$ cat src/rtl/byte_striping_pkg.sv
// Shared constants for the byte striping / joining pair: pad value, lane count
// and the helper that turns a data-lane count into a per-lane mask.
package byte_striping_pkg;

    localparam logic [7:0] PAD_BYTE  = 8'hF7;
    localparam int         NUM_LANES = 4;
    localparam int         IDX_W     = 2;

    // Bit n is set when lane n carries real data, i.e. n < count.
    function automatic logic [3:0] fill_mask(input logic [2:0] count);
        logic [3:0] m;
        for (int n = 0; n < 4; n++) begin
            m[n] = (3'(n) < count);
        end
        return m;
    endfunction

endpackage

$ cat src/rtl/byte_striping_lane_counter.sv
// Modulo-4 lane index: advances on inc, returns to lane 0 on clr (clr wins).
module lane_counter
    import byte_striping_pkg::*;
(
    input  logic             clk,
    input  logic             reset_L,
    input  logic             inc,
    input  logic             clr,
    output logic [IDX_W-1:0] idx
);

    logic [IDX_W-1:0] idx_q;
    logic [IDX_W-1:0] idx_d;

    always_comb begin
        idx_d = idx_q;
        if (clr) begin
            idx_d = '0;
        end else if (inc) begin
            idx_d = idx_q + 2'd1;
        end
    end

    always_ff @(posedge clk or negedge reset_L) begin
        if (!reset_L) begin
            idx_q <= '0;
        end else begin
            idx_q <= idx_d;
        end
    end

    assign idx = idx_q;

endmodule

$ cat src/rtl/byte_striping.sv
// Serial byte stream to 4 registered lanes; groups leave on the fourth byte or
// on flush, with unused lanes padded and flagged in lane_mask.
module byte_striping #(
    parameter logic [7:0] PAD_BYTE  = byte_striping_pkg::PAD_BYTE,
    parameter int         NUM_LANES = byte_striping_pkg::NUM_LANES
) (
    input  logic       clk,
    input  logic       reset_L,
    input  logic [7:0] data_in,
    input  logic       valid_in,
    input  logic       flush,
    output logic [7:0] Lane_0,
    output logic [7:0] Lane_1,
    output logic [7:0] Lane_2,
    output logic [7:0] Lane_3,
    output logic       valid_out,
    output logic [3:0] lane_mask,
    output logic [1:0] ctr_3
);

    // Handshake: no backpressure. data_in is taken on every rising edge with
    // valid_in=1; valid_out is a single-cycle strobe, lanes/mask hold afterwards.

    logic [1:0] idx;
    logic       emit;
    logic       inc;
    logic       clr;
    logic [2:0] count;

    logic [7:0] stage_q [NUM_LANES];
    logic [7:0] stage_d [NUM_LANES];
    logic [7:0] lane_q  [NUM_LANES];
    logic [7:0] lane_d  [NUM_LANES];
    logic [3:0] mask_q;
    logic [3:0] mask_d;
    logic       valid_q;

    lane_counter u_lane_counter (
        .clk     (clk),
        .reset_L (reset_L),
        .inc     (inc),
        .clr     (clr),
        .idx     (idx)
    );

    always_comb begin
        emit    = (valid_in && (idx == 2'd3)) || (flush && (valid_in || (idx != 2'd0)));
        count   = {1'b0, idx} + {2'b00, valid_in};
        inc     = valid_in && !emit;
        clr     = emit;
        stage_d = stage_q;
        lane_d  = lane_q;
        mask_d  = mask_q;
        if (valid_in) begin
            stage_d[idx] = data_in;
        end
        // The byte accepted in the emitting cycle goes straight to its lane.
        if (emit) begin
            for (int n = 0; n < NUM_LANES; n++) begin
                lane_d[n] = (3'(n) < count) ? stage_d[n] : PAD_BYTE;
            end
            mask_d = byte_striping_pkg::fill_mask(count);
        end
    end

    always_ff @(posedge clk or negedge reset_L) begin
        if (!reset_L) begin
            for (int n = 0; n < NUM_LANES; n++) begin
                stage_q[n] <= 8'h00;
                lane_q[n]  <= 8'h00;
            end
            mask_q  <= 4'b0000;
            valid_q <= 1'b0;
        end else begin
            for (int n = 0; n < NUM_LANES; n++) begin
                stage_q[n] <= stage_d[n];
                lane_q[n]  <= lane_d[n];
            end
            mask_q  <= mask_d;
            valid_q <= emit;
        end
    end

    assign Lane_0    = lane_q[0];
    assign Lane_1    = lane_q[1];
    assign Lane_2    = lane_q[2];
    assign Lane_3    = lane_q[3];
    assign valid_out = valid_q;
    assign lane_mask = mask_q;
    assign ctr_3     = idx;

endmodule

$ cat config.mk
export PLATFORM = sky130hd
export DESIGN_NAME = byte_striping
export DESIGN_NICKNAME = d
export VERILOG_FILES = /design/src/rtl/byte_striping_pkg.sv /design/src/rtl/byte_striping_lane_counter.sv /design/src/rtl/byte_striping.sv
export SDC_FILE = /design/constraint.sdc
export NUM_CORES = 1
export LEC_CHECK = 0
export CORE_MARGIN = 5
export CORE_UTILIZATION = 55
export CTS_BUF_LIST = sky130_fd_sc_hd__clkbuf_4
export CTS_CLUSTER_SIZE = 20
export DETAILED_ROUTE_END_ITERATION = 7
export PLACE_DENSITY = 0.81
export REMOVE_ABC_BUFFERS = 1
export SLEW_MARGIN = 20
export SYNTH_ARGS = -nofsm -noshare
export SYNTH_HDL_FRONTEND = slang
export SYNTH_SLANG_ARGS = --single-unit
$ cat constraint.sdc
create_clock -name clk -period 2.1 [get_ports clk]
set_input_delay 0.42 -clock clk [delete_from_list [all_inputs] [get_ports clk]]
set_output_delay 0.42 -clock clk [all_outputs]
set_load 0.01 [all_outputs]
* Yosys cells after proc, flatten, opt, wreduce, memory -nomap -nowiden
Cells that the tools add are included.
** Word-level totals
- Output and inout port bits :: 39
- Register bits after elaboration :: 71
- Word-level logic and storage cells :: 40
- Input port bits :: 12
** Cells by class
- Add/subtract/negate cells :: 2
- Equality and inequality tests :: 1
- Magnitude comparators :: 6
- Bitwise gates (word level) :: 1
- Reduce and logical (&&, ||, !) cells :: 9
- Multiplexer cells :: 10
** Operator list (number)
- two-way mux 8 bit :: 5
- bitwise mux 32 bit :: 1
- two-way mux 32 bit :: 1
- demux 8 bit (select 2 bit) :: 1
- < comparator 1 x 3 -> 1 bit (first input constant) :: 2
- < comparator 2 x 3 -> 1 bit (first input constant) :: 2
- logical AND 1 bit :: 4
- two-way mux 2 bit :: 2
- nonzero test 2 bit :: 2
- adder 2 x 1 -> 3 bit :: 1
- greater-or-equal comparator 3 bit (second input constant) :: 1
- < comparator 3 x 1 -> 1 bit (second input constant) :: 1
- inverter 2 -> 3 bit :: 1
- adder 2 x 1 -> 2 bit (second input constant) :: 1
- == test 2 bit (second input constant) :: 1
- logical OR 1 bit :: 2
- logical NOT 1 bit :: 1

* Depth between registers and ports, before layout
Gate-level depths: netlist of run 1.
- Depth after elaboration :: 8
- Gate-level depth with buffers :: 8
- Mapped depth without buffers :: 6

* By module
Synthesis of run 1 repeated with hierarchy kept, for this count alone.
** Unflattened totals
- Cell total of the unflattened synthesis :: 226
- Area total of the unflattened synthesis :: 3130.5 µm²
** Modules (own cells, without submodules)
- byte_striping :: sequential area each 1726.7 µm², cells each 219, area each 3041.7 µm², instances 1
- lane_counter :: sequential area each 50.0 µm², cells each 7, area each 88.8 µm², instances 1

* Worst setup path after synthesis of run 1
No wires, ideal clock.
- Path kind :: reg-to-reg
- From :: register u_lane_counter.idx_q[0], in the netlist u_lane_counter.idx[0]
- To :: register mask_q[2], in the netlist lane_mask[2]
- Clock period less this slack :: 1763 ps
- Data required time :: 2033 ps
- Buffers on the path :: 1
- Setup time :: 67 ps
- Setup slack :: 337 ps
- Data arrival time :: 1697 ps
- Cell stages (with the launch flop) :: 7
- Cell sequence :: dfrtp_1 -> ha_1 -> inv_1 -> ha_1 -> clkbuf_1 -> a21oi_1 -> mux2_2
** Between the ends
- Word-level cells in the longest chain between the ends :: 4
- Elaborated cells between the ends (all ways) :: 8
- Classes of those cells :: add/sub: 1; order compare: 1; eq/ne: 1; reduce/logical: 5
** RTL lines
- start: declaration :: RTL line byte_striping_lane_counter.sv:12 : logic [IDX_W-1:0] idx_q;
- start signal: assignment :: RTL line byte_striping_lane_counter.sv:28 : idx_q <= idx_d;
- parallel branches: the longest is 4 deep, another holds adder 2 x 1 -> 3 bit
- end signal: assignment :: RTL line byte_striping.sv:79 : mask_q <= mask_d;
- end: declaration :: RTL line byte_striping.sv:34 : logic [3:0] mask_q;
Several ways; the timed one is not identified.
A chain may end at the register's enable or synchronous reset.

* Worst setup path in the final report of run 1
- From :: register u_lane_counter.idx_q[0], in the netlist u_lane_counter.idx[0]
- To :: output port ctr_3[0]
** RTL lines
- end: declaration :: RTL line byte_striping.sv:18 : output logic [1:0] ctr_3
No word-level cell between the ends.

==> flow_metrics.tcl, run 1 <==
set metrics [dict create \
    outcome "complete, no violations" \
    ys_async_sr_fraction 1.00 \
    layout_common_cells "dfrtp_1 (71), clkdlybuf4s50_1 (49), or3_1 (21), o31a_1 (21), inv_1 (13)" \
    seq_power_share 0.384 \
    cpMaxStageDelayCell "clkdlybuf4s50_1" \
    crit_chain "clkdlybuf4s50_1" \
    drive_gt1_frac 0.192 \
    cp-start-kind "flop" \
    grt_usage 0.204 \
    worst_pin_slew_ns 0.571 \
    fin_crit_sh 0.919 \
    p_per_area_nw_per_um2 1450 \
    netSwitchingFraction 0.330 \
    cts_buffer_depth 2 \
    dp_hpwl_um 4550 \
    syn2layout_area_growth_pct 27.9 \
    cts_hold_buffers 1 \
    peakVddDrop_mv 0.805 \
    numCtsBuffers 9 \
    reg2reg_slack_ns 0.22 \
    intPower_mw 3.75 \
    path_delay_family "buffers and inverters" \
    cts_setup_buffers 0 \
    synth_cell_types 34 \
    finalHoldViolCount 0 \
    dr.first_iter.drc_count 129 \
    maxCapViolCount 0 \
    insertion_delay_ns 0.42 \
    synth.ff_latch_count 71 \
    dieWidth_um 84.0 \
    cp.required_ns 1.68 \
    netlist_area_sq_um 3010 \
    cp_num_cells 1 \
    wire_per_inst_um 18.2 \
    cts_tree "done" \
    synthFlopType "dfrtp_1" \
    grt_pass1_vias 2230 \
    io_pins 51 \
    synth_edf_count 0 \
    power_frac_clock 0.193 \
    ys_warn_count 0 \
    wl_um 6620 \
    period_minus_slack_ns 1.93 \
    clock-sinks 71 \
    final_area_sq_um 3860 \
    min_path_type "in2async" \
    timing.rr.start "u_lane_counter.idx[1]" \
    ys_seq_area_frac 0.589 \
    slowest_delay_ns 0.59 \
    setup_viol 0 \
    core_area_sq_um 5410 \
    grt_start_max_net_pins 59 \
    antenna_found_initial 0 \
    cts_resized 0 \
    antennaDiodeCount 0 \
    p_comb_frac 0.423 \
    routed_via_density 5.57 \
    p_sw_mw 1.84 \
    avgSynthCellArea_sq_um 13.6 \
    synthTopCellsByArea "dfrtp_1 (59%), o31a_1 (6.1%), or3_1 (4.4%)" \
    criticalPathCategory "reg2out" \
    reg2regPathDepth 6 \
    crit_buf_inv 1 \
    die_y_um 84.0 \
    fin_worst_skew_ns 0.0149 \
    drv_slew 0 \
    leakage_nw 1.71 \
    hold_slack_ns 0.434 \
    syn_inst 222 \
    grt_pass1_wl_um 11200 \
    dieArea_sq_um 7060 \
    h-tree-depth 3 \
    firstDrtPassIters 4 \
    cts_root_buffer "clkbuf_4" \
    place_congestion 0.780 \
    placed_cell_area_sq_um 3670 \
    final_nets 306 \
    rows 27 \
    fmax_mhz 518 \
    synth_top_area_share 0.589 \
    slew_headroom 0.615 \
    worst_ep_arrival_time_ns 1.51 \
    layout_commonest_cell "dfrtp_1" \
    grt_setup_unrepaired "no" \
    final_antenna_net_count 0 \
    num_vias 2023 \
    io_buffers 50 \
    clkTransAtPathRegs_ns 0.11 \
    yosys.area.top_type "dfrtp_1" \
    cp-end-kind "output port" \
    grt-ovfl-total 0 \
    start_util 0.558 \
    rr_endpoint "Lane_0[1]" \
    drc_errors 0 \
    cp_max_fo 7 \
]
[cell type report]
class | count | area, sq um
flip-flops and latches | 71 | 1780
clock inverters | 7 | 111
inverters | 14 | 52.6
clock buffers | 9 | 67.6
fillers | 382 | 1550
repair buffers | 65 | 661
well taps | 72 | 90.1
multi-input cells | 125 | 1100
[synth_stat cells (all sizes together), types with 2 or more instances]
library cell and number:
nor2b 2, clkbuf 2, a31o 3, and3 3, nor2 3, buf 10, nand2 5, a31oi 7
dfrtp 71, or3 21, o31a 21, a21oi 2, mux2i 8, ha 8, mux2 27, nor3 7
inv 14, o21ai 2
[metrics by stage]
| step | TNS (ns) | utilization | power, mW | setup WS [ns] | std cells |
|---|---|---|---|---|---|
| floorplan | -0.165 | - | 3.40 | -0.165 | 210 |
| global placement | 0 | 0.678 | 4.45 | 0.0645 | 346 |
| detailed placement | 0 | 0.678 | 4.54 | 0.00635 | 346 |
| CTS | 0 | 0.713 | 5.63 | 0.154 | 363 |
| global route | 0 | 0.713 | 5.94 | 0.0969 | 363 |
| finish | 0 | 0.713 | 5.59 | 0.170 | 363 |
[kinds of logic (layout without fill, tap and decap cells)]
group           count (synthesis)  in the layout  share of synthesized area
flops                          71             71                      0.589
simple gates                   43             43                     0.0905
compound gates                 38             38                      0.101
mux                            35             35                      0.136
buf+inv                        26             95                     0.0465
fa+ha+maj                       8              8                     0.0332
xor+xnor                        1              1                    0.00291
[layer usage]
| metal | vias to the layer above | part of all wire | track usage |
|---|---|---|---|
| li1 | 932 | - | - |
| met1 | 1028 | 0.44 | 0.257 |
| met2 | 54 | 0.51 | 0.338 |
| met3 | 9 | 0.044 | 0.0563 |
| met4 | 0 | 0.013 | 0.0716 |
| met5 | - | 0 | 0 |
[registers in the layout, indices dropped and copies added (netlist names)]
signal	cells
stage_q	32
Lane_0	8
Lane_1	8
Lane_2	8
Lane_3	8
lane_mask	4
u_lane_counter.idx	2
valid_out	1
[power by group through the flow]
| stage | registers, mW | logic (mW) | clock network [mW] |
|---|---|---|---|
| floorplan | 2.24 | 1.16 | 0 |
| global placement | 2.16 | 2.30 | 0 |
| detailed placement | 2.18 | 2.36 | 0 |
| CTS | 2.15 | 2.38 | 1.09 |
| global route | 2.22 | 2.56 | 1.16 |
| finish | 2.15 | 2.36 | 1.08 |
[worst max path at each step]
stage	end	from
finish	ctr_3[0]	u_lane_counter.idx[0]
CTS	ctr_3[0]	u_lane_counter.idx[0]
global placement	Lane_3[2]	valid_in
floorplan	lane_mask[2]	u_lane_counter.idx[0]
detailed placement	Lane_3[1]	valid_in
global route	ctr_3[0]	u_lane_counter.idx[0]
(Power assumes the default switching activity.)
==> run 2, diff against run 1 <==
--- a/config.mk
+++ b/config.mk
@@ -6,11 +6,10 @@
 export NUM_CORES = 1
 export LEC_CHECK = 0
 export CORE_MARGIN = 5
-export CORE_UTILIZATION = 55
-export CTS_BUF_LIST = sky130_fd_sc_hd__clkbuf_4
+export CORE_UTILIZATION = 52
 export CTS_CLUSTER_SIZE = 20
 export DETAILED_ROUTE_END_ITERATION = 7
-export PLACE_DENSITY = 0.81
+export PLACE_DENSITY = 0.77
 export REMOVE_ABC_BUFFERS = 1
 export SLEW_MARGIN = 20
 export SYNTH_ARGS = -nofsm -noshare
==> run 2 against run 1 <==
Net effect: core utilization is 1.6 points lower; non-clock buffer count increased by 1; sequential cell count is the same; clock power increased by 12%; first-iteration DRC count up 14%; clock skew decreased by 0.0072 ns; power up 2.9%; largest cell class unchanged.
==> flow_metrics.tcl, run 2 (synthesis results as in run 1) <==
set metrics [dict create \
    place_congestion 0.756 \
    rows 27 \
    dp.cells 348 \
    grt_setup_unrepaired "no" \
    power_frac_clock 0.210 \
    intPower_mw 3.84 \
    cts_buffer_depth 2 \
    fin_crit_sh 0.901 \
    cts_tree "done" \
    outcome "complete, no violations" \
    p_comb_frac 0.416 \
    wire_per_inst_um 18.8 \
    antennaDiodeCount 0 \
    clkTransAtPathRegs_ns 0.08 \
    maxCapViolCount 0 \
    final_util 0.698 \
    die_y_um 86.1 \
    drc_errors 0 \
    cts_resized 0 \
    layout.cells.non_filler 364 \
    cts_hold_buffers 0 \
    grt_usage 0.208 \
    grt_pass1_vias 2141 \
    cts_root_buffer "clkbuf_8" \
    insertion_delay_ns 0.35 \
    final_nets 307 \
    dieArea_sq_um 7420 \
    rr_endpoint "lane_mask[2]" \
    dp_hpwl_um 4580 \
    grt-ovfl-total 0 \
    layout_common_cells "dfrtp_1 (71), clkdlybuf4s50_1 (49), or3_1 (21), o31a_1 (21)" \
    core_area_sq_um 5570 \
    wl_um 6840 \
    numCtsBuffers 9 \
    num_vias 2000 \
    n_fill_cell 406 \
    grt_start_max_net_pins 29 \
    finalHoldViolCount 0 \
    slew_headroom 0.627 \
    fmax_mhz 529 \
    io_pins 51 \
    worst_ep_arrival_time_ns 2.13 \
    placed_cell_area_sq_um 3670 \
    cpMaxStageDelayCell "dfrtp_1" \
    timing.rr.start "u_lane_counter.idx[0]" \
    grt_pass1_wl_um 11400 \
    crit_chain "inv_1 > ha_1 > nor2b_2 > nor2_8 > inv_2 > mux2_2" \
    path_delay_family "flip-flops" \
    final_antenna_net_count 0 \
    worst_pin_slew_ns 0.560 \
    largest_reg_flops 32 \
    firstDrtPassIters 4 \
    cp_max_fo 8 \
    cp.required_ns 2.34 \
    regArea_sq_um 1780 \
    slowest_delay_ns 0.49 \
    reg2reg_slack_ns 0.21 \
    cp-end-kind "flop" \
    p_sw_mw 1.92 \
    cts_setup_buffers 0 \
    crit_buf_inv 2 \
    setup_tns_ns 0 \
    setup_viol 0 \
    final_area_sq_um 3890 \
    setup_slack_ns 0.209 \
    clock-sinks 71 \
    leakage_nw 1.72 \
    min_path_type "in2async" \
    reg2regPathDepth 6 \
    antenna_found_initial 0 \
    period_minus_slack_ns 1.89 \
    criticalPathCategory "reg2reg" \
    syn2layout_area_growth_pct 29.1 \
    dieWidth_um 86.1 \
    post-place-ws_ns 0.0128 \
    drv_slew 0 \
    hold_slack_ns 0.0479 \
    cp-start-kind "flop" \
    io_buffers 50 \
    seq_power_share 0.374 \
    h-tree-depth 3 \
    layout_commonest_cell "dfrtp_1" \
    p_per_area_nw_per_um2 1480 \
    top_register "stage_q" \
    fin_worst_skew_ns 0.00773 \
    start_util 0.541 \
    multiInputGateArea_sq_um 1100 \
    power.total_mw 5.76 \
    drive_gt1_frac 0.202 \
    dr.first_iter.drc_count 147 \
    peakVddDrop_mv 1.09 \
    routed_via_density 5.49 \
    netSwitchingFraction 0.333 \
]
-- run 2: cell count changes in the layout (fill, tap and decap cells not counted), moves of 2 or more --
cell        before  now
buf_4           10   13
clkinvlp_4       1    3
clkbuf_4         9    0
clkbuf_8         0    9
-- run 2: power by group through the flow --
| stage | logic (mW) | registers, mW | clock network (mW) |
|---|---|---|---|
| 6_report | 2.40 | 2.15 | 1.21 |
| 5_1_grt | 2.60 | 2.22 | 1.30 |
| 4_1_cts | 2.41 | 2.16 | 1.23 |
| 3_5_place_dp | 2.39 | 2.17 | 0 |
| 3_3_place_gp | 2.34 | 2.15 | 0 |
| 2_1_floorplan | 1.16 | 2.24 | 0 |
-- run 2: how the worst max path moves through the flow --
stage,cells past startpoint,end,slack [ns],from
6_report,6,lane_mask[2],0.21,u_lane_counter.idx[0]
5_1_grt,6,lane_mask[2],0.1,u_lane_counter.idx[0]
4_1_cts,6,lane_mask[2],0.20,u_lane_counter.idx[0]
3_5_place_dp,5,Lane_3[0],0.01,valid_in
3_3_place_gp,5,lane_mask[2],0.05,flush
2_1_floorplan,6,lane_mask[2],-0.16,u_lane_counter.idx[0]
-- run 2: worst register-to-register path: stages (launching register included) --
cell and delay (ns):
dfrtp_1 0.49, inv_1 0.10, ha_1 0.27, nor2b_2 0.30
nor2_8 0.10, inv_2 0.17, mux2_2 0.35
-- run 2: area by class of cell --
class | instances | share of cell area
tap | 72 | 0.0232
multi-input combinational | 125 | 0.282
sequential | 71 | 0.457
timing repair buffer | 66 | 0.168
clock inverter | 7 | 0.0248
clock buffer | 9 | 0.0318
inverter | 14 | 0.0135
-- run 2: metal layers --
metal / up-vias / global-route usage / wire, um
met5: - / 0 / 0
met4: 0 / 0.114 / 160
met3: 12 / 0.0548 / 388
met2: 69 / 0.306 / 3240
met1: 994 / 0.282 / 3050
li1: 925 / - / -
